`src/rtl/stc_codeword_streamer_if.sv`:
```
// stc_codeword_streamer_if: codebook write, request and output-beat signals of the codeword streamer (abort present when STC_STREAM_ABORT_EN is defined)
interface stc_codeword_streamer_if #(
  parameter int N_CW = 16,
  parameter int ROWS = 4,
  parameter int COLS = 2,
  parameter int EW   = 2
);
  localparam int WW = ROWS * COLS * 2 * EW;
  localparam int IW = N_CW > 1 ? $clog2(N_CW) : 1;
  localparam int RW = ROWS > 1 ? $clog2(ROWS) : 1;
  localparam int CW = COLS > 1 ? $clog2(COLS) : 1;
  logic          cfg_we;
  logic [IW-1:0] cfg_idx;
  logic [WW-1:0] cfg_data;
  logic          req_valid;
  logic          req_ready;
  logic [IW-1:0] req_idx;
  logic          out_valid;
  logic          out_ready;
  logic [EW-1:0] out_data;
  logic          out_re;
  logic [RW-1:0] out_row;
  logic [CW-1:0] out_col;
  logic          out_last;
  logic          idx_err;
`ifdef STC_STREAM_ABORT_EN
  logic          abort;
`endif
  modport master (
`ifdef STC_STREAM_ABORT_EN
    output abort,
`endif
    output cfg_we, cfg_idx, cfg_data, req_valid, req_idx, out_ready,
    input  req_ready, out_valid, out_data, out_re, out_row, out_col, out_last, idx_err
  );
  modport slave (
`ifdef STC_STREAM_ABORT_EN
    input  abort,
`endif
    input  cfg_we, cfg_idx, cfg_data, req_valid, req_idx, out_ready,
    output req_ready, out_valid, out_data, out_re, out_row, out_col, out_last, idx_err
  );
endinterface

```
`src/rtl/stc_codeword_streamer.sv`:
```
// stc_codeword_streamer: writable codebook of ROWS x COLS complex codewords streamed one component per beat; STC_STREAM_ABORT_EN adds a stream abort input
module stc_codeword_streamer #(
  parameter int N_CW = 16,
  parameter int ROWS = 4,
  parameter int COLS = 2,
  parameter int EW   = 2
) (
  input logic clk,
  input logic rst_n,
  stc_codeword_streamer_if.slave bus
);
  localparam int WW = ROWS * COLS * 2 * EW;
  localparam int NB = ROWS * COLS * 2;
  localparam int BW = $clog2(NB);
  localparam int RW = ROWS > 1 ? $clog2(ROWS) : 1;
  localparam int CW = COLS > 1 ? $clog2(COLS) : 1;
  typedef enum logic {IDLE, STREAM} state_t;
  state_t        state;
  logic [WW-1:0] mem [N_CW];
  logic [WW-1:0] sr;
  logic [BW-1:0] cnt;
  logic          hs;
  logic          abort;
  logic          req_ok;
  assign hs     = bus.out_valid & bus.out_ready;
  assign req_ok = 32'(bus.req_idx) < N_CW;
`ifdef STC_STREAM_ABORT_EN
  assign abort = bus.abort;
`else
  assign abort = 1'b0;
`endif
  // beat position decoded from the counter: even beats carry the real part
  assign bus.out_data = sr[WW-1 -: EW];
  assign bus.out_re   = ~cnt[0];
  assign bus.out_row  = RW'(32'(cnt) / (2 * COLS));
  assign bus.out_col  = CW'((32'(cnt) / 2) % COLS);
  // codebook storage; out-of-range write addresses are dropped
  always_ff @(posedge clk or negedge rst_n)
    if (!rst_n) for (int i = 0; i < N_CW; i++) mem[i] <= '0;
    else if (bus.cfg_we && 32'(bus.cfg_idx) < N_CW) mem[bus.cfg_idx] <= bus.cfg_data;
  // request/stream sequencer; the shift register snapshots the entry so later writes cannot disturb a stream
  always_ff @(posedge clk or negedge rst_n)
    if (!rst_n) begin
      state         <= IDLE;
      sr            <= '0;
      cnt           <= '0;
      bus.req_ready <= 1'b1;
      bus.out_valid <= 1'b0;
      bus.out_last  <= 1'b0;
      bus.idx_err   <= 1'b0;
    end else begin
      bus.idx_err <= 1'b0;
      if (state == IDLE) begin
        if (bus.req_valid && req_ok) begin
          state         <= STREAM;
          sr            <= mem[bus.req_idx];
          cnt           <= '0;
          bus.req_ready <= 1'b0;
          bus.out_valid <= 1'b1;
          bus.out_last  <= 1'b0;
        end else bus.idx_err <= bus.req_valid;
      end else if ((hs && bus.out_last) || abort) begin
        state         <= IDLE;
        sr            <= '0;
        cnt           <= '0;
        bus.req_ready <= 1'b1;
        bus.out_valid <= 1'b0;
        bus.out_last  <= 1'b0;
      end else if (hs) begin
        sr           <= sr << EW;
        cnt          <= cnt + 1'b1;
        bus.out_last <= cnt == BW'(NB - 2);
      end
    end
endmodule

```
`src/flat_wrapper.sv`:
```
// flat-port wrapper written by rule: the top's interface ports become plain ports
module stc_codeword_streamer_flat 
#(
  parameter int N_CW = 16,
  parameter int ROWS = 4,
  parameter int COLS = 2,
  parameter int EW   = 2
)
  (clk, rst_n, bus_cfg_we, bus_cfg_idx, bus_cfg_data, bus_req_valid, bus_req_idx, bus_out_ready, bus_req_ready, bus_out_valid, bus_out_data, bus_out_re, bus_out_row, bus_out_col, bus_out_last, bus_idx_err);
  stc_codeword_streamer_if #(.N_CW(N_CW), .ROWS(ROWS), .COLS(COLS), .EW(EW)) bus_i ();
  input logic clk;
  input logic rst_n;
  input wire logic [$bits(bus_i.cfg_we)-1:0] bus_cfg_we;
  input wire logic [$bits(bus_i.cfg_idx)-1:0] bus_cfg_idx;
  input wire logic [$bits(bus_i.cfg_data)-1:0] bus_cfg_data;
  input wire logic [$bits(bus_i.req_valid)-1:0] bus_req_valid;
  input wire logic [$bits(bus_i.req_idx)-1:0] bus_req_idx;
  input wire logic [$bits(bus_i.out_ready)-1:0] bus_out_ready;
  output wire logic [$bits(bus_i.req_ready)-1:0] bus_req_ready;
  output wire logic [$bits(bus_i.out_valid)-1:0] bus_out_valid;
  output wire logic [$bits(bus_i.out_data)-1:0] bus_out_data;
  output wire logic [$bits(bus_i.out_re)-1:0] bus_out_re;
  output wire logic [$bits(bus_i.out_row)-1:0] bus_out_row;
  output wire logic [$bits(bus_i.out_col)-1:0] bus_out_col;
  output wire logic [$bits(bus_i.out_last)-1:0] bus_out_last;
  output wire logic [$bits(bus_i.idx_err)-1:0] bus_idx_err;
  assign bus_i.cfg_we = bus_cfg_we;
  assign bus_i.cfg_idx = bus_cfg_idx;
  assign bus_i.cfg_data = bus_cfg_data;
  assign bus_i.req_valid = bus_req_valid;
  assign bus_i.req_idx = bus_req_idx;
  assign bus_i.out_ready = bus_out_ready;
  assign bus_req_ready = bus_i.req_ready;
  assign bus_out_valid = bus_i.out_valid;
  assign bus_out_data = bus_i.out_data;
  assign bus_out_re = bus_i.out_re;
  assign bus_out_row = bus_i.out_row;
  assign bus_out_col = bus_i.out_col;
  assign bus_out_last = bus_i.out_last;
  assign bus_idx_err = bus_i.idx_err;
  stc_codeword_streamer #(.N_CW(N_CW), .ROWS(ROWS), .COLS(COLS), .EW(EW)) u_core (.clk(clk), .rst_n(rst_n), .bus(bus_i));
endmodule
```
`config.mk`:
```
export PLATFORM = sky130hd
export DESIGN_NAME = stc_codeword_streamer_flat
export DESIGN_NICKNAME = d
export VERILOG_FILES = /design/src/rtl/stc_codeword_streamer_if.sv /design/src/rtl/stc_codeword_streamer.sv /design/src/flat_wrapper.sv
export SDC_FILE = /design/constraint.sdc
export NUM_CORES = 1
export LEC_CHECK = 0
export ABC_CLOCK_PERIOD_IN_PS = 1600
export BUFFER_PORTS_ARGS = -buffer_cell sky130_fd_sc_hd__buf_2
export CAP_MARGIN = 25
export CORE_MARGIN = 2
export CORE_UTILIZATION = 50
export DETAILED_ROUTE_END_ITERATION = 16
export PLACE_DENSITY = 0.68
export SLEW_MARGIN = 25
export SYNTH_ARGS = -nofsm -noshare
export SYNTH_HDL_FRONTEND = slang
export SYNTH_SLANG_ARGS = --single-unit
```
`constraint.sdc`:
```
create_clock -name clk -period 1.6 [get_ports clk]
set_input_delay 0.48 -clock clk [delete_from_list [all_inputs] [get_ports clk]]
set_output_delay 0.48 -clock clk [all_outputs]
set_load 0.01 [all_outputs]
```
# After elaboration in Yosys (flattened, before gate mapping)
# Index checks and enable logic that the tools add are counted.
# word_totals
ff_bits	552
latch_bits	0
mem_bits_rw	0
romBits	0
input_bits	45
out_inout_bits	10
memories	0
# op_classes
add_sub_neg	1
n_mul	0
div	0
n_lt_le_gt_ge	3
eq_ne	3
shifts	0
mux	26
bitwise_logic	4
n_reduce_logical	5
# op_table
cell	count
bitwise mux 512 bit	1
two-way mux 32 bit	7
binary-select mux 32 bit (select 4 bit)	1
demux 32 bit (select 4 bit)	1
two-way mux 4 bit	4
two-way mux 1 bit	12
greater-or-equal comparator 5 bit, second input constant	2
inverter 4 -> 5 bit	2
< comparator 5 x 1 -> 1 bit, second input constant	1
adder 4 x 1 -> 4 bit, second input constant	1
== test 4 bit, second input constant	1
AND reduction 2 bit	2
!= test 3 bit, second input constant	1
logical AND 1 bit	2
!= test 2 bit, second input constant	1
nonzero test 2 bit	1
AND 1 bit	1
inverter 1 bit	1

# Logic depth before layout (Yosys ltp)
# Gate-level depths: netlist of run 1.
# logic_depth
ltp_word	6
depth_mapped	8
ltp_nobuf	4

# Worst setup path before layout of run 1
# No wires, ideal clock.
# synth_timing
path_kind	input-to-reg
startpoint	input port bus_req_idx[0]
endpoint	register u_core.sr[3]
setup_time_ns	0.138
arrival_ns	1.680
t_required_ns	1.462
slack_ns	-0.218
stages	5
path_cell_list	buf_4 -> buf_2 -> mux4_2 -> o2111ai_1 -> o211ai_1
# synth_via
elab_chain_len	6
# synth_lines
item	line	text
from (decl)	flat_wrapper.sv:17	input wire logic [$bits(bus_i.req_idx)-1:0] bus_req_idx;
inverter 4 -> 5 bit (implied by the code)	stc_codeword_streamer.sv:56	sr <= mem[bus.req_idx];
binary-select mux 32 bit (select 4 bit)	stc_codeword_streamer.sv:56	
two-way mux 32 bit (implied by the code) (2 in series)	stc_codeword_streamer.sv:56	
two-way mux 32 bit	stc_codeword_streamer.sv:54	if (bus.req_valid && req_ok) begin
two-way mux 32 bit	stc_codeword_streamer.sv:53	if (state == IDLE) begin
to (signal assigned)	stc_codeword_streamer.sv:56	
to (signal assigned)	stc_codeword_streamer.sv:70	sr <= sr << EW;
to (decl)	stc_codeword_streamer.sv:20	logic [WW-1:0] sr;
# No other way between the ends. The select of a mux whose other input is x is not followed.
# A chain may end at the register's enable or synchronous reset.

# Final worst setup path of run 1
# layout_timing
startpoint	register u_core.bus.req_ready
endpoint	output port bus_req_ready
# layout_lines
item	line	text
from (decl)	stc_codeword_streamer_if.sv:41	output req_ready, out_valid, out_data, out_re, out_row, out_col, out_last, idx_err
from (signal assigned)	stc_codeword_streamer.sv:47	bus.req_ready <= 1'b1;
from (signal assigned)	stc_codeword_streamer.sv:58	bus.req_ready <= 1'b0;
from (signal assigned)	stc_codeword_streamer.sv:66	bus.req_ready <= 1'b1;
to (decl)	flat_wrapper.sv:19	output wire logic [$bits(bus_i.req_ready)-1:0] bus_req_ready;
# No word-level cell between the ends.

==> flow_metrics.tcl, run 1 <==
set metrics [dict create \
    status "finished with violations" \
    violations "negative setup slack" \
    cts_htree_levels 2 \
    grt_pass1_vias 15571 \
    cts_tree "yes" \
    synth_seq_area_share_pct 55.7 \
    fin_skew_ps 21.9 \
    slew_headroom_pct 66.6 \
    drt-total-wl_um 59500 \
    period_minus_slack_ps 1730 \
    dieArea_um2 51400 \
    n_fill_cell 3683 \
    timing.fmax_mhz 577 \
    wl_per_cell_um 24.0 \
    rows 81 \
    critPathMaxStageDelay_ps 540 \
    cp-startpoint "u_core.bus.req_ready" \
    gp_congestion 0.780 \
    synth_nets 1679 \
    cellPowerDensity_nw_per_um2 1380 \
    ioPinCount 55 \
    setup_viol 9 \
    crit_family "flip-flops" \
    cts.clk_slew.worst_paths_ps 60 \
    critPathBufInv 1 \
    leakagePower_nw 12.8 \
    worstMarginPinSlew_ps 501 \
    instances_no_fill 2473 \
    final_nets 1810 \
    yosysUniqueCellTypes 35 \
    ff2ff_setup_slack_ps 40 \
    ys_top_cells_by_area "dfrtp_1 (56%), mux2_2 (23%), mux4_2 (8.1%)" \
    start_util_pct 50.6 \
    cp_cell_sequence "buf_6" \
    antenna_found_initial 3 \
    via_per_inst 5.85 \
    dieWidth_um 227 \
    die_h_um 227 \
    irDropWorstVdd_mv 1.01 \
    ys_ff_latch 552 \
    via_count 14466 \
    firstDrtPassIters 7 \
    worstPathRequired_ps 1120 \
    synth_top_area_share_pct 55.6 \
    dpl.hpwl_um 37500 \
    cp-start-kind "register" \
    maxSlewViolCount 0 \
    design.core.area_um2 49000 \
    clock_path_buffers 3 \
    hold_start "bus_out_ready" \
    drive_gt1_share_pct 51.6 \
    postRouteAntennaNets 0 \
    avgSynthCellArea_um2 15.2 \
    grt_overflow 0 \
    dr.first_iter.drc_count 1016 \
    synth_largest_area_cell "dfrtp_1" \
    clock_latency_ps 610 \
    io_buffers 53 \
    synth_edf_count 0 \
    clock_sinks 552 \
    post-place-ws_ps -422 \
    hp-class "input port to register" \
    async_flop_share_pct 100 \
    syn_area_um2 24800 \
    dp.cells 2357 \
    yosys_warnings 0 \
    diodes 0 \
    finalHoldViolCount 0 \
    p_total_mw 40.2 \
    crit_slowest_cell "dfstp_2" \
    rsz0062_at_grt "yes" \
    synth_flop_cell "dfrtp_1" \
    critPathArrivalTime_ps 1250 \
    path_class "register to output pin" \
    rr_startpoint "u_core.bus.out_valid" \
    grt_pass1_wl_um 93200 \
    numCtsBuffers 56 \
    cp_max_fo 2 \
    drc 0 \
    area_delta_synth_final_pct 17.8 \
    fin_ws_ps -132 \
    final.period_utilization_pct 108 \
    root_buffer "clkbuf_16" \
    endpoint_kind "output pin" \
    syn_inst 1632 \
    grt_max_degree 95 \
    cap_violations 0 \
    track_usage_pct 24.1 \
]
-- sequential cells by signal, indices dropped and copies added (netlist names) --
| register | flops |
|---|---|
| u_core.bus.out_last | 1 |
| u_core.bus.out_valid | 1 |
| u_core.bus.req_ready | 1 |
| u_core.cnt | 4 |
| u_core.mem | 512 |
| u_core.sr | 32 |
| u_core.state | 1 |
-- synthesized netlist by cell type (all sizes together), types with 2 or more instances --
cell,number
o21ai,13
and3,2
a21oi,4
mux2,513
nand2,46
clkbuf,61
nor2b,5
nand3,11
and2,2
dfrtp,551
nand3b,7
o2111ai,21
a32oi,2
a22oi,40
nand2b,8
inv,2
a221oi,7
mux4,89
mux2i,107
o211ai,28
ha,2
nor2,19
buf,85
-- cell families (layout without fill, tap and decap cells) --
logic type / count (synthesis) / after routing / share of synthesized area [%]
compound gates: 118 / 118 / 3.56
fa+ha+maj: 2 / 2 / 0.101
buf+inv: 148 / 325 / 2.93
flops: 552 / 552 / 55.7
mux: 709 / 709 / 35.7
other cells: 1 / 1 / 0.0151
simple gates: 102 / 102 / 1.92
-- path summary, 6_finish.rpt --
check / to / cells past startpoint
max: bus_req_ready / 1
min: u_core.bus.out_valid / 2
max reg2reg: u_core.sr[16] / 6
min reg2reg: u_core.mem[465] / 1
max in group asynchronous: u_core.mem[366] / 3
min in group asynchronous: u_core.bus.out_valid / 2
-- routing by layer --
metal  vias to the layer above  GRT usage [%]  wire length [um]
met5                         -              0                35
met4                         6           6.49              1160
met3                        95           4.33              2590
met2                       279           39.3             28600
met1                      7765           33.4             27100
li1                       6321              -                 -
-- final cells by class --
cell class / count / area [um^2] / share of cell area (%)
clock inverter: 17 / 174 / 0.596
multi-input combinational: 932 / 10400 / 35.5
inverter: 2 / 7.51 / 0.0257
tap: 664 / 831 / 2.85
sequential: 552 / 13800 / 47.3
clock buffer: 87 / 1740 / 5.96
timing repair buffer: 219 / 2250 / 7.72
-- power by group --
part | switching, mW | internal (mW)
clock network | 5.43 | 7.93
logic | 3.07 | 4.62
registers | 1.82 | 17.3
-- layout by cell type (no fill, tap or decap), types with 4 or more instances in the layout --
cell / n
a21oi_1: 4
a221oi_1: 6
a22oi_1: 39
buf_12: 55
buf_2: 46
buf_4: 110
buf_6: 5
clkbuf_1: 11
clkbuf_16: 58
clkbuf_8: 19
clkinv_2: 12
dfrtp_1: 550
mux2_1: 8
mux2_2: 505
mux2i_1: 107
mux4_2: 89
nand2_1: 45
nand2b_1: 4
nand2b_2: 4
nand3_1: 11
nand3b_1: 7
nor2_1: 7
nor2_4: 11
o2111ai_1: 21
o211ai_1: 28
o21ai_0: 8
o21ai_1: 5
-- metrics by stage --
stage / util (%) / area (um^2) / TNS [ps] / hold WS [ps]
finish: 59.6 / 29200 / -358 / 76.6
detailed placement: 55.4 / 27100 / -125460 / 379
CTS: 59.5 / 29100 / -611 / 58.3
global placement: 55.4 / 27100 / -118920 / 381
global route: 59.6 / 29200 / -757 / 80.0
floorplan: - / 24900 / -5940 / 184
-- timing repair --
| item | CTS | global route |
|---|---|---|
| pin swaps | 0 | 0 |
| setup endpoints to repair | 9 | 15 |
| hold buffers | 1 | 0 |
| cloned | 0 | 0 |
| hold endpoints to repair | 12 | 0 |
| setup buffers | 6 | 5 |
| gates resized for setup | 3 | 7 |
Note: power is estimated with default switching activity, not from simulation.
==> inputs of run 2 (changes only) <==
--- a/config.mk
+++ b/config.mk
@@ -11,7 +11,9 @@
 export CORE_MARGIN = 2
 export CORE_UTILIZATION = 50
 export DETAILED_ROUTE_END_ITERATION = 16
+export MAX_ROUTING_LAYER = met4
 export PLACE_DENSITY = 0.68
+export SETUP_SLACK_MARGIN = 0.1
 export SLEW_MARGIN = 25
 export SYNTH_ARGS = -nofsm -noshare
 export SYNTH_HDL_FRONTEND = slang
==> flow_metrics.tcl, run 2 (synthesis gave the netlist of run 1 again) <==
set metrics [dict create \
    firstDrtPassIters 5 \
    finalHoldViolCount 0 \
    drc 0 \
    postRouteAntennaNets 0 \
    final_nets 1847 \
    cts_tree "yes" \
    maxSlewViolCount 0 \
    critPathMaxStageDelay_ps 540 \
    gp_congestion 0.804 \
    hold_start "bus_out_ready" \
    cp-startpoint "u_core.bus.req_ready" \
    cp_max_fo 2 \
    rr_worst_depth 5 \
    io_buffers 53 \
    fin_util_pct 61.9 \
    critPathArrivalTime_ps 1250 \
    cp-start-kind "register" \
    pwr-share-seq_pct 45.7 \
    fin_ws_ps -125 \
    dpl.hpwl_um 39900 \
    track_usage_pct 26.6 \
    crit_family "flip-flops" \
    ioPinCount 55 \
    hp-class "input port to register" \
    regArea_um2 13800 \
    die_h_um 227 \
    p_comb_share_pct 20.0 \
    critPathBufInv 1 \
    clock_sinks 552 \
    grt_pass1_vias 16178 \
    root_buffer "clkbuf_16" \
    largest_reg_flops 512 \
    cap_violations 0 \
    drt-total-wl_um 63700 \
    setup_viol 9 \
    path_class "register to output pin" \
    fin_skew_ps 11.8 \
    multiInputGateArea_um2 10800 \
    clockPowerShare_pct 34.3 \
    endpoint_kind "output pin" \
    regMostFlops "u_core.mem" \
    clock_latency_ps 610 \
    post-place-ws_ps -357 \
    rr_startpoint "u_core.state" \
    cellPowerDensity_nw_per_um2 1390 \
    design.core.area_um2 49000 \
    final_common_cell "dfrtp_1" \
    n_fill_cell 3634 \
    rsz0062_at_grt "yes" \
    wl_per_cell_um 25.4 \
    ff2ff_setup_slack_ps 130 \
    via_count 14958 \
    switchingPower_mw 10.8 \
    final.period_utilization_pct 108 \
    irDropWorstVdd_mv 1.01 \
    start_util_pct 50.6 \
    rows 81 \
    via_per_inst 5.95 \
    area_delta_synth_final_pct 22.4 \
    violations "negative setup slack" \
    drive_gt1_share_pct 53.6 \
    crit_end "bus_req_ready" \
    numCtsBuffers 57 \
    grt_pass1_wl_um 99600 \
    dr.first_iter.drc_count 915 \
    p_int_mw 31.3 \
    clock_path_buffers 3 \
    cts_htree_levels 2 \
    instances_no_fill 2514 \
    antenna_found_initial 4 \
    cp_cell_sequence "buf_6" \
    worstPathRequired_ps 1120 \
    timing.fmax_mhz 580 \
    dieWidth_um 227 \
    reg_top3 "u_core.mem: 512 flops, u_core.sr: 32 flops, u_core.cnt: 4 flops" \
    status "finished with violations" \
    rr_endpoint "u_core.sr[7]" \
    final_cell_mix "dfrtp_1 (549), mux2_2 (409), buf_4 (125), mux2i_1 (107), mux2_4 (103)" \
    whs_ps 91.1 \
    cp.depth 1 \
    dp.cells 2385 \
    grt_max_degree 82 \
    period_minus_slack_ps 1730 \
    crit_slowest_cell "dfstp_2" \
    switching_share_pct 25.7 \
    grt_overflow 0 \
    dieArea_um2 51400 \
    cts.clk_slew.worst_paths_ps 60 \
    leakagePower_nw 13.4 \
]
[run 2: cell types whose count changed in the layout (fill, tap and decap cells not counted), moves of 3 or more]
| cell | previous run | this run |
|---|---|---|
| bufinv_16 | 3 | 10 |
| buf_4 | 110 | 125 |
| buf_6 | 5 | 8 |
| buf_12 | 55 | 73 |
| nand2b_4 | 0 | 4 |
| mux2_2 | 505 | 409 |
| clkinvlp_4 | 1 | 7 |
| a221oi_1 | 6 | 3 |
| clkbuf_8 | 19 | 11 |
| mux2_1 | 8 | 1 |
| a221oi_2 | 1 | 4 |
| mux2_4 | 0 | 103 |
[run 2: worst min path at each step]
stage / endpoint / slack (ps) / cells after the start
after floorplan: u_core.bus.out_last / 180 / 0
after global placement: u_core.mem[440] / 350 / 1
after detailed placement: u_core.mem[312] / 360 / 1
after CTS: u_core.bus.out_valid / 50 / 2
after global routing: u_core.bus.out_valid / 90 / 2
final: u_core.bus.out_valid / 90 / 2
[run 2: area by class of cell]
cell class | count | area share, %
clock inverter | 29 | 1.37
multi-input combinational | 932 | 35.7
antenna | 2 | 0.0165
inverter | 2 | 0.0248
clock buffer | 78 | 5.43
timing repair buffer | 255 | 9.16
sequential | 552 | 45.6
tap | 664 | 2.74
[run 2: power by group through the flow]
| stage | Clock [mW] | Sequential, mW | Combinational (mW) |
|---|---|---|---|
| after floorplan | 0 | 18.7 | 5.85 |
| after global placement | 0 | 19.3 | 7.73 |
| after detailed placement | 0 | 19.4 | 8.00 |
| after CTS | 14.7 | 19.2 | 8.34 |
| after global routing | 15.3 | 19.6 | 9.10 |
| final | 14.5 | 19.3 | 8.43 |
[run 2: timing repair]
action | CTS | global route
hold endpoints to repair | 56 | 0
hold buffers | 1 | 0
gates cloned | 0 | 2
gates resized for setup | 7 | 14
endpoints found under the setup margin | 13 | 38
buffers inserted | 12 | 5
[run 2: layer usage]
layer | share of wire, % | global-route usage (%)
met5 | 0 | -
met4 | 2.3 | 7.64
met2 | 49 | 42.0
met1 | 44 | 36.0
met3 | 4.7 | 3.91
[run 2: worst reg2reg max path, stage by stage, from the launching register on]
cell and delay [ps]:
dfrtp_2 460, nand3b_1 240, buf_12 190, a221oi_1 290, o21ai_1 120, o211ai_1 100
[run 2: metrics by stage]
stage	total power [mW]	setup TNS, ps	area (um^2)
floorplan	24.6	-9760	25600
global placement	27.0	-140130	28000
detailed placement	27.4	-148420	28000
CTS	42.3	-735	30200
global route	44.1	-705	30300
finish	42.2	-410	30300
==> inputs of run 3 (changes only) <==
--- a/config.mk
+++ b/config.mk
@@ -13,6 +13,7 @@
 export DETAILED_ROUTE_END_ITERATION = 16
 export MAX_ROUTING_LAYER = met4
 export PLACE_DENSITY = 0.68
+export REMOVE_ABC_BUFFERS = 1
 export SETUP_SLACK_MARGIN = 0.1
 export SLEW_MARGIN = 25
 export SYNTH_ARGS = -nofsm -noshare
==> flow_metrics.tcl, run 3 (synthesis gave the netlist of run 1 again) <==
set metrics [dict create \
    critPathArrivalTime_ps 1240 \
    root_buffer "clkbuf_16" \
    firstDrtPassIters 5 \
    gp_congestion 0.791 \
    postRouteAntennaNets 0 \
    pwr-share-seq_pct 46.1 \
    design.core.area_um2 49000 \
    path_class "register to output pin" \
    via_count 14881 \
    critPathMaxStageDelay_ps 540 \
    met2WireLength_um 30100 \
    dieWidth_um 227 \
    dr.first_iter.drc_count 926 \
    regMostFlops "u_core.mem" \
    fin_util_pct 61.3 \
    worstPathRequired_ps 1120 \
    setup_viol 9 \
    largest_reg_flops 512 \
    ioPinCount 55 \
    wl_per_cell_um 25.2 \
    clockPowerShare_pct 34.0 \
    final_cell_mix "dfrtp_1 (550), mux2_2 (505), buf_4 (113), mux2i_1 (107), mux4_2 (89)" \
    violations "negative setup slack" \
    clock_latency_ps 610 \
    critPathBufInv 1 \
    p_comb_share_pct 19.9 \
    multiInputGateArea_um2 10600 \
    drt-total-wl_um 63200 \
    cts.clk_slew.worst_paths_ps 60 \
    grt_overflow 0 \
    cp_max_fo 2 \
    status "finished with violations" \
    final_common_cell "dfrtp_1" \
    track_usage_pct 26.0 \
    switching_share_pct 25.9 \
    grt_pass1_wl_um 96700 \
    rows 81 \
    maxSlewViolCount 0 \
    die_h_um 227 \
    antenna_found_initial 3 \
    leakagePower_nw 13.1 \
    grt_pass1_vias 15518 \
    p_int_mw 30.9 \
    p_total_mw 41.8 \
    hp-class "input port to register" \
    fin_ws_ps -124 \
    crit_family "flip-flops" \
    irDropWorstVdd_mv 1.34 \
    switchingPower_mw 10.8 \
    io_buffers 53 \
    timing.fmax_mhz 580 \
    period_minus_slack_ps 1720 \
    dieArea_um2 51400 \
    wl_met3_um 2710 \
    routed.top_layer "met4" \
    cts_tree "yes" \
    n_fill_cell 3623 \
    cap_violations 0 \
    rsz0062_at_grt "yes" \
    grt_max_degree 63 \
    area_delta_synth_final_pct 21.1 \
    final.period_utilization_pct 108 \
    clock_path_buffers 3 \
    drc 0 \
    clock_sinks 552 \
    endpoint_kind "output pin" \
    cp_cell_sequence "buf_6" \
    cp-start-kind "register" \
    dpl.hpwl_um 39200 \
    wl_met1_um 28800 \
    finalHoldViolCount 0 \
    drive_gt1_share_pct 54.2 \
    final_nets 1837 \
    via_per_inst 5.95 \
    cellPowerDensity_nw_per_um2 1390 \
    numCtsBuffers 59 \
    cts_htree_levels 2 \
    crit_slowest_cell "dfstp_2" \
    start_util_pct 50.6 \
    regArea_um2 13800 \
    fin_skew_ps 22.2 \
    reg_top3 "u_core.mem: 512 flops, u_core.sr: 32 flops, u_core.cnt: 4 flops" \
]
## run 3: changes by cell type in the layout (fill, tap and decap cells not counted), sizes merged
cell | before | now
clkbuf | 80 | 95
clkinvlp | 7 | 1
clkinv | 11 | 9
diode | 2 | 3
buf | 252 | 239
inv | 3 | 2
bufinv | 10 | 5
## run 3: timing repair
item	CTS	global route
pin swaps	0	11
hold buffers	1	0
buffers inserted	10	11
endpoints found under the setup margin	18	40
cloned	2	3
hold endpoints to repair	4	0
resized for setup	15	49
## run 3: per-stage QoR
step | area, um^2 | worst slack (ps) | hold slack, ps | TNS (ps) | instances
after floorplan | 24100 | -997 | 184 | -392050 | 1486
after global placement | 27300 | -452 | 390 | -120600 | 2366
after detailed placement | 27300 | -452 | 386 | -126700 | 2366
after CTS | 29600 | -142 | 59.3 | -562 | 2486
after global routing | 30000 | -142 | 104 | -543 | 2503
final | 30000 | -124 | 92.1 | -289 | 2503
## run 3: area by class of cell
cell class | count | area share [%]
flip-flops and latches | 552 | 46.0
multi-input cells | 932 | 35.3
repair buffers | 243 | 8.99
clock buffers | 92 | 6.14
well taps | 664 | 2.77
clock inverters | 15 | 0.700
inverters | 2 | 0.0250
diodes | 3 | 0.0250
## run 3: power by group through the flow
stage	Sequential [mW]	Combinational, mW	Clock [mW]
2_1_floorplan	18.7	5.05	0
3_3_place_gp	19.2	7.21	0
6_report	19.3	8.31	14.2
5_1_grt	19.6	8.99	15.0
4_1_cts	19.2	7.78	14.4
3_5_place_dp	19.4	7.47	0
## run 3: worst reg2reg max path, delay by kind of cell, from the launching register on
kind | cells | cell delay [ps]
simple gates | 2 | 240
flops | 1 | 380
buf+inv | 3 | 420
compound gates | 2 | 330
## run 3: routing by layer
layer | global-route usage, % | vias up
met5 | - | -
met1 | 36.1 | 8062
met2 | 40.0 | 314
met3 | 4.22 | 110
met4 | 7.05 | 0
li1 | - | 6395
## run 3: path summary, 6_finish.rpt
path                            cells past startpoint                   end            startpoint  slack, ps
worst max register to register                      7         u_core.sr[15]          u_core.state         90
worst max-delay path                                1         bus_req_ready  u_core.bus.req_ready       -120
worst min-delay path                                2  u_core.bus.out_valid         bus_out_ready         90
min in group asynchronous                           2       u_core.mem[186]                 rst_n        360
worst min register to register                      1       u_core.mem[462]       u_core.mem[462]        490
max in group asynchronous                           4        u_core.mem[74]                 rst_n        480
